==> src/rtl/fft_butterfly_scheduler_if.sv <==
// Control/address bundle between the FFT butterfly scheduler
// and the sample memory / butterfly datapath it sequences.
interface fft_butterfly_scheduler_if #(
  parameter int LOG2_N = 4
);
  logic              i_start;
  logic              o_busy;
  logic              o_done;
  logic [LOG2_N-1:0] o_stage;
  logic              o_rd_en;
  logic [LOG2_N-1:0] o_rd_addr_A;
  logic [LOG2_N-1:0] o_rd_addr_B;
  logic [LOG2_N-2:0] o_tw_idx;
  logic              o_wr_en;
  logic [LOG2_N-1:0] o_wr_addr_A;
  logic [LOG2_N-1:0] o_wr_addr_B;

  modport master (
    input  i_start,
    output o_busy, o_done, o_stage,
    output o_rd_en, o_rd_addr_A, o_rd_addr_B, o_tw_idx,
    output o_wr_en, o_wr_addr_A, o_wr_addr_B
  );

  modport slave (
    output i_start,
    input  o_busy, o_done, o_stage,
    input  o_rd_en, o_rd_addr_A, o_rd_addr_B, o_tw_idx,
    input  o_wr_en, o_wr_addr_A, o_wr_addr_B
  );
endinterface

==> src/rtl/fft_butterfly_scheduler.sv <==
// Radix-2 in-place FFT butterfly scheduler: issues one A/B read
// pair per cycle per stage, and replays them as delayed writes.
module fft_butterfly_scheduler #(
  parameter int LOG2_N       = 4,
  parameter int BFLY_LATENCY = 2
) (
  input logic i_CLK,
  input logic i_RST,
  fft_butterfly_scheduler_if.master bus
);
  localparam int KW = LOG2_N - 1;
  localparam int N  = 1 << LOG2_N;
  localparam int D  = 1 + BFLY_LATENCY;
  localparam int DW = $clog2(D + 1);

  localparam logic [LOG2_N-1:0] S_LAST = LOG2_N'(LOG2_N - 1);
  localparam logic [KW-1:0]     K_LAST = KW'(N / 2 - 1);
  localparam logic [DW-1:0]     D_LAST = DW'(D - 1);
  localparam logic [KW-1:0]     K_ONES = '1;
  localparam logic [LOG2_N-1:0] ONE    = LOG2_N'(1);

  typedef enum logic [1:0] {
    IDLE,
    ISSUE,
    DRAIN,
    DONE
  } state_t;

  state_t            state_q, state_d;
  logic [LOG2_N-1:0] s_q, s_d;
  logic [KW-1:0]     k_q, k_d;
  logic [DW-1:0]     dcnt_q, dcnt_d;

  logic              rd_en;
  logic [KW-1:0]     pk;
  logic [LOG2_N-1:0] kx, j, a, b;
  logic [KW-1:0]     tw;

  logic [D-1:0]             pipe_en;
  logic [D-1:0][LOG2_N-1:0] pipe_a;
  logic [D-1:0][LOG2_N-1:0] pipe_b;

  // FSM and stage/index counters
  always_ff @(posedge i_CLK) begin
    if (i_RST) begin
      state_q <= IDLE;
      s_q     <= '0;
      k_q     <= '0;
      dcnt_q  <= '0;
    end else begin
      state_q <= state_d;
      s_q     <= s_d;
      k_q     <= k_d;
      dcnt_q  <= dcnt_d;
    end
  end

  // next-state logic and status outputs
  always_comb begin
    state_d    = state_q;
    s_d        = s_q;
    k_d        = k_q;
    dcnt_d     = dcnt_q;
    bus.o_busy = 1'b0;
    bus.o_done = 1'b0;
    rd_en      = 1'b0;
    case (state_q)
      IDLE: begin
        if (bus.i_start) begin
          state_d = ISSUE;
          s_d     = '0;
          k_d     = '0;
        end
      end
      ISSUE: begin
        bus.o_busy = 1'b1;
        rd_en      = 1'b1;
        if (k_q == K_LAST) begin
          state_d = DRAIN;
          k_d     = '0;
          dcnt_d  = '0;
        end else begin
          k_d = k_q + 1'b1;
        end
      end
      DRAIN: begin
        bus.o_busy = 1'b1;
        if (dcnt_q == D_LAST) begin
          if (s_q == S_LAST) begin
            state_d = DONE;
            s_d     = '0;
          end else begin
            state_d = ISSUE;
            s_d     = s_q + 1'b1;
          end
        end else begin
          dcnt_d = dcnt_q + 1'b1;
        end
      end
      DONE: begin
        bus.o_done = 1'b1;
        state_d    = IDLE;
      end
      default: state_d = IDLE;
    endcase
  end

  // pair addressing: p = k mod 2^s, j = k div 2^s
  always_comb begin
    pk = k_q & ~(K_ONES << s_q);
    kx = {1'b0, k_q};
    j  = kx >> s_q;
    a  = ((j << 1) << s_q) | {1'b0, pk};
    b  = a | (ONE << s_q);
    tw = pk << (S_LAST - s_q);
  end

  // read side, zeroed whenever no pair is issued
  always_comb begin
    bus.o_stage     = s_q;
    bus.o_rd_en     = rd_en;
    bus.o_rd_addr_A = rd_en ? a : '0;
    bus.o_rd_addr_B = rd_en ? b : '0;
    bus.o_tw_idx    = rd_en ? tw : '0;
  end

  // write-back delay line: memory read plus butterfly latency
  always_ff @(posedge i_CLK) begin
    if (i_RST) begin
      pipe_en <= '0;
      pipe_a  <= '0;
      pipe_b  <= '0;
    end else begin
      pipe_en[0] <= bus.o_rd_en;
      pipe_a[0]  <= bus.o_rd_addr_A;
      pipe_b[0]  <= bus.o_rd_addr_B;
      for (int i = 1; i < D; i++) begin
        pipe_en[i] <= pipe_en[i-1];
        pipe_a[i]  <= pipe_a[i-1];
        pipe_b[i]  <= pipe_b[i-1];
      end
    end
  end

  // write side taken from the tail of the delay line
  always_comb begin
    bus.o_wr_en     = pipe_en[D-1];
    bus.o_wr_addr_A = pipe_a[D-1];
    bus.o_wr_addr_B = pipe_b[D-1];
  end
endmodule

==> src/flat_wrapper.sv <==
// flat-port wrapper written by rule: the top's interface ports become plain ports
module fft_butterfly_scheduler_flat 
#(
  parameter int LOG2_N       = 4,
  parameter int BFLY_LATENCY = 2
)
  (i_CLK, i_RST, bus_i_start, bus_o_busy, bus_o_done, bus_o_stage, bus_o_rd_en, bus_o_rd_addr_A, bus_o_rd_addr_B, bus_o_tw_idx, bus_o_wr_en, bus_o_wr_addr_A, bus_o_wr_addr_B);
  fft_butterfly_scheduler_if #(.LOG2_N(LOG2_N)) bus_i ();
  input logic i_CLK;
  input logic i_RST;
  input wire logic [$bits(bus_i.i_start)-1:0] bus_i_start;
  output wire logic [$bits(bus_i.o_busy)-1:0] bus_o_busy;
  output wire logic [$bits(bus_i.o_done)-1:0] bus_o_done;
  output wire logic [$bits(bus_i.o_stage)-1:0] bus_o_stage;
  output wire logic [$bits(bus_i.o_rd_en)-1:0] bus_o_rd_en;
  output wire logic [$bits(bus_i.o_rd_addr_A)-1:0] bus_o_rd_addr_A;
  output wire logic [$bits(bus_i.o_rd_addr_B)-1:0] bus_o_rd_addr_B;
  output wire logic [$bits(bus_i.o_tw_idx)-1:0] bus_o_tw_idx;
  output wire logic [$bits(bus_i.o_wr_en)-1:0] bus_o_wr_en;
  output wire logic [$bits(bus_i.o_wr_addr_A)-1:0] bus_o_wr_addr_A;
  output wire logic [$bits(bus_i.o_wr_addr_B)-1:0] bus_o_wr_addr_B;
  assign bus_i.i_start = bus_i_start;
  assign bus_o_busy = bus_i.o_busy;
  assign bus_o_done = bus_i.o_done;
  assign bus_o_stage = bus_i.o_stage;
  assign bus_o_rd_en = bus_i.o_rd_en;
  assign bus_o_rd_addr_A = bus_i.o_rd_addr_A;
  assign bus_o_rd_addr_B = bus_i.o_rd_addr_B;
  assign bus_o_tw_idx = bus_i.o_tw_idx;
  assign bus_o_wr_en = bus_i.o_wr_en;
  assign bus_o_wr_addr_A = bus_i.o_wr_addr_A;
  assign bus_o_wr_addr_B = bus_i.o_wr_addr_B;
  fft_butterfly_scheduler #(.LOG2_N(LOG2_N), .BFLY_LATENCY(BFLY_LATENCY)) u_core (.i_CLK(i_CLK), .i_RST(i_RST), .bus(bus_i));
endmodule
==> config.mk <==
export PLATFORM = sky130hd
export DESIGN_NAME = fft_butterfly_scheduler_flat
export DESIGN_NICKNAME = d
export VERILOG_FILES = /design/src/rtl/fft_butterfly_scheduler_if.sv /design/src/rtl/fft_butterfly_scheduler.sv /design/src/flat_wrapper.sv
export SDC_FILE = /design/constraint.sdc
export NUM_CORES = 1
export LEC_CHECK = 0
export ABC_CLOCK_PERIOD_IN_PS = 3300
export CAP_MARGIN = 20
export CELL_PAD_IN_SITES_DETAIL_PLACEMENT = 1
export CELL_PAD_IN_SITES_GLOBAL_PLACEMENT = 1
export CORE_ASPECT_RATIO = 0.9
export CORE_MARGIN = 10
export CORE_UTILIZATION = 40
export DETAILED_ROUTE_END_ITERATION = 10
export PLACE_DENSITY = 0.78
export SYNTH_ARGS = -nofsm -noshare
export SYNTH_HDL_FRONTEND = slang
export SYNTH_SLANG_ARGS = --single-unit
==> constraint.sdc <==
create_clock -name i_CLK -period 3.3 [get_ports i_CLK]
set_input_delay 0.66 -clock i_CLK [delete_from_list [all_inputs] [get_ports i_CLK]]
set_output_delay 0.66 -clock i_CLK [all_outputs]
set_load 0.01 [all_outputs]
After elaboration in Yosys (flattened, before gate mapping)
Index checks and enable logic that the tools add are counted.
Storage, ports and cells
  register bits: 38
  input bits: 3
  output and inout bits: 27
  logic and storage cells: 64
Operators by class
  $add $sub $neg: 4
  equality and inequality tests: 10
  shift operators: 5
  muxes and demuxes: 21
  bitwise operators: 4
  reduce and logical (&&, ||, !) cells: 9
Operators by type and width (number)
  4-bit 2-to-1 mux: 5
  2-bit 2-to-1 mux: 6
  3-bit 2-to-1 mux: 3
  3-bit AND reduction: 3
  2-bit case mux with 4 select lines: 1
  4-bit case mux with 2 select lines: 1
  2-bit == test (second input constant): 3
  3-bit case mux with 2 select lines: 1
  2-bit nonzero test: 3
  4-bit by 1-bit adder with 4-bit output (second input constant): 1
  4-bit by 2-bit == test with 1-bit output (second input constant): 1
  2-bit by 1-bit inequality test with 1-bit output (second input constant): 2
  2-bit inequality test (second input constant): 2
  4-bit by 3-bit OR with 4-bit output: 1
  4-bit OR: 1
  2-bit case mux with 2 select lines: 1
  1-bit by 4-bit left shift with 4-bit output (first input constant): 1
  3-bit by 4-bit left shift with 3-bit output: 1
  3-bit by 4-bit left shift with 3-bit output (first input constant): 1
  4-bit by 4-bit left shift with 4-bit output: 1
  3-bit by 4-bit >> shifter with 3-bit output: 1
  2-bit by 4-bit subtractor with 4-bit output (first input constant): 1
  3-bit by 1-bit adder with 3-bit output (second input constant): 1
  3-bit bitwise AND: 1
  8 further kinds: 10

Logic depth before layout (Yosys ltp)
Gate-level depths: netlist of the first run.
  word-level depth: 6
  depth in mapped cells: 7
  mapped depth without buffers: 6

Worst setup path after synthesis of the first run
OpenSTA, ideal clock, no wires.
  path type: flip-flop to output port
  start point: register u_core.state_q[1]
  end point: output bus_o_tw_idx[1]
  data arrival time: 1.412 ns
  required time: 2.640 ns
  slack: 1.228 ns
  cell stages (with the launch flop): 7
  path buffers: 1
  cell sequence: dfxtp_1 inv_1 ha_1 inv_1 clkbuf_1 nor3_1 and3_1
Between the ends
  cells in the longest elaborated chain, start to end: 3
Ends and longest elaborated chain
  start, declared: RTL line fft_butterfly_scheduler.sv:29  | state_t state_q, state_d;
  start signal, assigned: RTL line fft_butterfly_scheduler.sv:51  | state_q <= state_d;
  2-bit by 1-bit == test with 1-bit output: RTL line fft_butterfly_scheduler.sv:67  | case (state_q)
  1-bit 2-to-1 mux: RTL line fft_butterfly_scheduler.sv:67
  net bus_o_rd_en: RTL line flat_wrapper.sv:15  | output wire logic [$bits(bus_i.o_rd_en)-1:0] bus_o_rd_en;
  3-bit 2-to-1 mux: RTL line fft_butterfly_scheduler.sv:124  | bus.o_tw_idx = rd_en ? tw : '0;
  end, declared: RTL line flat_wrapper.sv:18  | output wire logic [$bits(bus_i.o_tw_idx)-1:0] bus_o_tw_idx;
The timed path passes the listed nets, and every way through them passes these cells.

Worst setup path in the final report of the first run
  start point: register u_core.state_q[1]
  end point: output bus_o_tw_idx[1]
Between the ends
  cells in the longest elaborated chain, start to end: 3
Ends and longest elaborated chain (RTL line)
  2-bit by 1-bit == test with 1-bit output: fft_butterfly_scheduler.sv:67
  1-bit 2-to-1 mux: fft_butterfly_scheduler.sv:67
  3-bit 2-to-1 mux: fft_butterfly_scheduler.sv:124
No other way between the ends.

==> flow_metrics.tcl, run 1 <==
set metrics [dict create \
    drc_errors 0 \
    netlist_area_sq_mm 0.001667 \
    final_max_slew_viol_count 0 \
    fmax_ghz 0.3358 \
    synthAdderAreaFrac_pct 6.757 \
    core_area_sq_mm 0.004046 \
    total_power_mw 1.147 \
    synth_seq_cells 38 \
    period_minus_slack_ns 2.978 \
    vdd_drop_max_v 0.0001937 \
    final_cell_mix "dfxtp_1, clkdlybuf4s50_1, nor2b_1, nor2_1" \
    powerDensity_mw_per_mm2 573.4 \
    path_clk_slew_ns 0.07 \
    startpoint_type "register" \
    drv_cap 0 \
    cp.required_ns 2.64 \
    fin_area_sq_mm 0.002001 \
    synth_top_family_by_area "simple AND/OR/NAND/NOR gates" \
    fin_hold_ws_ns 0.4409 \
    path_class "reg2out" \
    hpwl_um 2806 \
    synth_xor_area_share_pct 0 \
    grt_pass1_vias 1344 \
    syn_avg_cell_area_sq_um 9.107 \
    placement_rows 22 \
    synth_cell_type_count 38 \
    placed_cells 243 \
    cts_resized 0 \
    hold_violations 0 \
    rsz0062_at_grt "no" \
    critPathMaxStageDelay_ns 0.55 \
    cts.sinks 38 \
    synth-edff-count 0 \
    track_usage_pct 11.01 \
    synth-simple-area-share_pct 25.68 \
    muxShareOfSynthArea_pct 2.553 \
    fp.dieH_um 81.24 \
    ys.flop_type "dfxtp_1" \
    critPathCaptureType "output port" \
    fin_tns_setup_ns 0 \
    cts_buffer_depth 2 \
    port_buffers 29 \
    avgViaCountPerCell 5.159 \
    grt_pass1_wl_um 6285 \
    ys_seq_area_share_pct 45.65 \
    post-route-util_pct 49.44 \
    cp.arrival_ns 2.32 \
    pre_cts_ws_ns 0.6263 \
    critPathTopFamily "buffers and inverters" \
    nNetsFinal 214 \
    postPlaceCellArea_sq_mm 0.001906 \
    ios 30 \
    layout_commonest_cell "dfxtp_1" \
    clock_latency_ns 0.29 \
    grt-ovfl-total 0 \
    drive_gt1_share_pct 7.882 \
    cts_tree "yes" \
    cp_slowest_cell "clkdlybuf4s50_1" \
    num_vias 1295 \
    die_area_sq_mm 0.007152 \
    htreeDepth 2 \
    diodes 0 \
    setup_violations 0 \
    cts_hold_buffers 0 \
    start_util_pct 41.19 \
    cts_root_buffer "clkbuf_8" \
    worst_pin_slew_ns 0.4808 \
    final.setup_skew_ns 0.005470 \
    crit_chain "inv_1 -> ha_1 -> inv_1 -> nor3_1 -> and3_1 -> clkdlybuf4s50_1" \
    syn_nets 195 \
    holdCritPathClass "reg2reg" \
    final_cells 251 \
    die_w_um 88.04 \
    gp_congestion 0.7718 \
    setup_ws_ns 0.3221 \
    antenna_left 0 \
    fin_crit_sh_pct 90.24 \
    firstDrtPassIters 4 \
    crit_path_max_fanout 12 \
    drt_iter0_drc 69 \
    synthToLayoutAreaGrowth_pct 20.05 \
    yosysWarningCount 0 \
    status "complete, no violations" \
    synthCells 183 \
    cpMostUsedCell "inv_1" \
    drt-total-wl_um 3855 \
    antenna_found_initial 0 \
    grt_max_degree 31 \
    critPathBufInv 3 \
    synth_compound_area_share_pct 10.44 \
    slew_headroom_pct 67.75 \
    cts_buffers 5 \
    leakagePower_nw 0.7689 \
    cts_setup_buffers 0 \
    synth-async-reset-ratio_pct 0 \
    wl_per_cell_um 15.36 \
]
cell type report:
type	count	area (sq um)
fill	473	2046
clock buffer	6	82.58
multi-input combinational	119	757.0
clock inverter	2	12.51
tap	48	60.06
inverter	8	30.03
timing repair buffer	30	297.8
sequential	38	760.7
state kept, by name (all words and copies together), names as in the netlist:
register / count
u_core.state_q: 2
u_core.pipe_en: 3
u_core.pipe_b: 8
u_core.bus.o_wr_addr_A: 4
u_core.pipe_a: 8
u_core.bus.o_stage: 4
u_core.bus.o_wr_addr_B: 4
u_core.dcnt_q: 2
u_core.k_q: 3
worst reg2reg max path: cells and delay by family, from the launching register on:
| kind | cells | cell delay, ns |
|---|---|---|
| adders and majority gates | 1 | 0.36 |
| AOI/OAI and AO/OA | 2 | 0.27 |
| buffers and inverters | 1 | 0.10 |
| and+or+nand+nor | 2 | 0.75 |
| DFF | 1 | 0.36 |
cells by family after synthesis:
group	after synthesis
AOI/OAI and AO/OA	28
muxes	4
adders and majority gates	9
and+or+nand+nor	78
DFF	38
buffers and inverters	26
report_power, final:
| group | total (mW) | switching, mW | internal [mW] |
|---|---|---|---|
| clock network | 0.330 | 0.162 | 0.168 |
| logic | 0.305 | 0.174 | 0.131 |
| registers | 0.512 | 0.0245 | 0.487 |
| total | 1.15 | 0.361 | 0.786 |
worst paths after layout:
check,cells after the start,endpoint,slack [ns],start
max,6,bus_o_tw_idx[1],0.32,u_core.state_q[1]
max reg2reg,6,u_core.bus.o_stage[2],1.42,u_core.state_q[0]
min,1,u_core.pipe_en[1],0.44,u_core.pipe_en[0]
min reg2reg,1,u_core.pipe_en[1],0.44,u_core.pipe_en[0]
per-layer routing:
metal | track usage [%] | wire [um] | up-vias
met1 | 11.51 | 1583 | 625
met5 | 0 | 0 | -
li1 | - | - | 644
met4 | 4.232 | 49 | 0
met3 | 4.400 | 271 | 5
met2 | 19.48 | 1951 | 21
cells in the mapped netlist (2+ instances only):
library cell / number / share of area (%)
ha_1: 9 / 6.8
nor4_1: 2 / 0.75
a21oi_1: 7 / 2.1
a211oi_1: 3 / 1.4
or2b_2: 2 / 1.1
or3_1: 2 / 0.75
nor2_1: 20 / 4.5
mux2_2: 2 / 1.4
dfxtp_1: 38 / 46
nand2_1: 8 / 1.8
inv_1: 8 / 1.8
a31oi_1: 2 / 0.75
and3_1: 6 / 2.3
nor3_1: 5 / 1.5
and2_1: 2 / 0.75
buf_4: 8 / 3.6
o21ai_0: 9 / 2.7
nor3b_1: 4 / 1.8
buf_2: 2 / 0.60
nor2b_1: 21 / 7.9
clkbuf_1: 5 / 1.1
mux2i_1: 2 / 1.2
No activity file was read; power rests on OpenSTA's default activity.
==> run 2: changes to the inputs <==
--- a/config.mk
+++ b/config.mk
@@ -12,6 +12,7 @@
 export CORE_ASPECT_RATIO = 0.9
 export CORE_MARGIN = 10
 export CORE_UTILIZATION = 40
+export CTS_CLUSTER_DIAMETER = 120
 export DETAILED_ROUTE_END_ITERATION = 10
 export PLACE_DENSITY = 0.78
 export SYNTH_ARGS = -nofsm -noshare
==> results of run 2 <==
The final DEF is identical to that of run 1; final timing and power are the same.
==> run 3: changes to the inputs <==
--- a/config.mk
+++ b/config.mk
@@ -14,7 +14,9 @@
 export CORE_UTILIZATION = 40
 export CTS_CLUSTER_DIAMETER = 120
 export DETAILED_ROUTE_END_ITERATION = 10
+export GPL_ROUTABILITY_DRIVEN = 1
 export PLACE_DENSITY = 0.78
+export RECOVER_POWER = 100
 export SYNTH_ARGS = -nofsm -noshare
 export SYNTH_HDL_FRONTEND = slang
 export SYNTH_SLANG_ARGS = --single-unit
==> flow_metrics.tcl, run 3 (same netlist as run 1, synthesis figures left out) <==
set metrics [dict create \
    fin_crit_sh_pct 91.30 \
    leakagePower_nw 0.8534 \
    fin_hold_ws_ns 0.4411 \
    status "complete, no violations" \
    core_area_sq_mm 0.004046 \
    reg2reg_slack_ns 1.41 \
    hpwl_um 2806 \
    fmax_ghz 0.3319 \
    grt_pass1_vias 1344 \
    period_minus_slack_ns 3.013 \
    final_max_slew_viol_count 0 \
    die_w_um 88.04 \
    vdd_drop_max_v 0.0001927 \
    switching_share_pct 31.73 \
    critPathBufInv 3 \
    seqPwrFrac_pct 45.0 \
    crit_path_max_fanout 12 \
    cts_setup_buffers 0 \
    drc_errors 0 \
    firstDrtPassIters 4 \
    grt-ovfl-total 0 \
    powerDensity_mw_per_mm2 569.6 \
    num_vias 1288 \
    cts_buffers 5 \
    synthToLayoutAreaGrowth_pct 19.82 \
    path_clk_slew_ns 0.07 \
    avgViaCountPerCell 5.131 \
    fp.dieH_um 81.24 \
    grt_max_degree 31 \
    reg_top3 "u_core.pipe_a: 8 flops, u_core.pipe_b: 8 flops" \
    drt_iter0_drc 59 \
    cpMostUsedCell "inv_1" \
    antenna_found_initial 0 \
    drv_cap 0 \
    cts_buffer_depth 2 \
    critPathMaxStageDelay_ns 0.60 \
    fin_area_sq_mm 0.001997 \
    wl_per_cell_um 15.38 \
    setup_violations 0 \
    grt_pass1_wl_um 6285 \
    clock_power_share_pct 29.0 \
    worst_pin_slew_ns 1.256 \
    setup_ws_ns 0.2871 \
    layout_commonest_cell "dfxtp_1" \
    antenna_left 0 \
    htreeDepth 2 \
    crit_chain "inv_1 -> ha_1 -> inv_1 -> nor3_1 -> and3_1 -> dlygate4sd3_1" \
    nNetsFinal 214 \
    final_cell_mix "dfxtp_1, dlygate4sd3_1, nor2b_1, nor2_1" \
    postPlaceCellArea_sq_mm 0.001906 \
    cts_tree "yes" \
    drt-total-wl_um 3860 \
    drive_gt1_share_pct 7.389 \
    p_switching_mw 0.3609 \
    critPathCaptureType "output port" \
    critPathTopFamily "buffers and inverters" \
    placement_rows 22 \
    cts_hold_buffers 0 \
    ios 30 \
    cp_slowest_cell "dlygate4sd3_1" \
    cts_root_buffer "clkbuf_8" \
    fin_tns_setup_ns 0 \
    slew_headroom_pct 16.24 \
    path_class "reg2out" \
    die_area_sq_mm 0.007152 \
    combPwrFrac_pct 25.9 \
    cts_resized 0 \
    rsz0062_at_grt "no" \
    gp_congestion 0.7718 \
    cts.sinks 38 \
    cp.required_ns 2.64 \
    post-route-util_pct 49.35 \
    pre_cts_ws_ns 0.6263 \
    final.setup_skew_ns 0.006999 \
    diodes 0 \
    port_buffers 29 \
    holdCritPathClass "reg2reg" \
    track_usage_pct 11.01 \
    p_int_mw 0.7766 \
    startpoint_type "register" \
    clock_latency_ns 0.29 \
    cp.arrival_ns 2.35 \
    start_util_pct 41.19 \
    hold_violations 0 \
]
## run 3: changes by cell type in the layout (fill, tap and decap cells not counted), sizes merged
cell	before	now
clkdlybuf4s50	29	2
buf	1	0
clkbuf	6	7
dlygate4sd3	0	27
## run 3: worst reg2reg max path: stages (launching register included)
cell,delay [ns]
dfxtp_1,0.36
inv_1,0.10
ha_1,0.36
or2b_2,0.26
o211ai_2,0.11
or4_1,0.48
a21oi_1,0.15
## run 3: per-stage QoR
stage	std cells	total power [mW]
6_report	251	1.138
5_1_grt	251	1.204
4_1_cts	251	1.159
3_5_place_dp	243	0.8244
3_3_place_gp	243	0.8106
2_1_floorplan	183	0.7299
## run 3: layout make-up
| type | count | area [sq um] |
|---|---|---|
| tap | 48 | 60.06 |
| multi-input combinational | 119 | 757.0 |
| timing repair buffer | 30 | 294.0 |
| sequential | 38 | 760.7 |
| fill | 474 | 2049 |
| inverter | 8 | 30.03 |
| clock inverter | 2 | 12.51 |
| clock buffer | 6 | 82.58 |
## run 3: final timing paths
check | startpoint | endpoint | cells past startpoint
setup / recovery | u_core.state_q[1] | bus_o_tw_idx[0] | 6
hold / removal | u_core.pipe_en[0] | u_core.pipe_en[1] | 1
setup reg to reg | u_core.state_q[0] | u_core.bus.o_stage[2] | 6
hold reg to reg | u_core.pipe_en[0] | u_core.pipe_en[1] | 1
## run 3: routing by layer
layer,vias to the layer above,share of wire (%),track usage [%],routed length (um)
li1,642,-,-,-
met1,621,42,11.51,1608
met2,21,50,19.48,1947
met3,4,6.8,4.400,262
met4,0,1.1,4.232,41
met5,-,0,0,0
## run 3: power by group through the flow
stage | clock [mW] | combinational [mW] | sequential (mW)
after floorplan | 0 | 0.219 | 0.510
after global placement | 0 | 0.291 | 0.519
after detailed placement | 0 | 0.302 | 0.523
after CTS | 0.340 | 0.307 | 0.512
after global routing | 0.359 | 0.329 | 0.516
final | 0.330 | 0.295 | 0.512
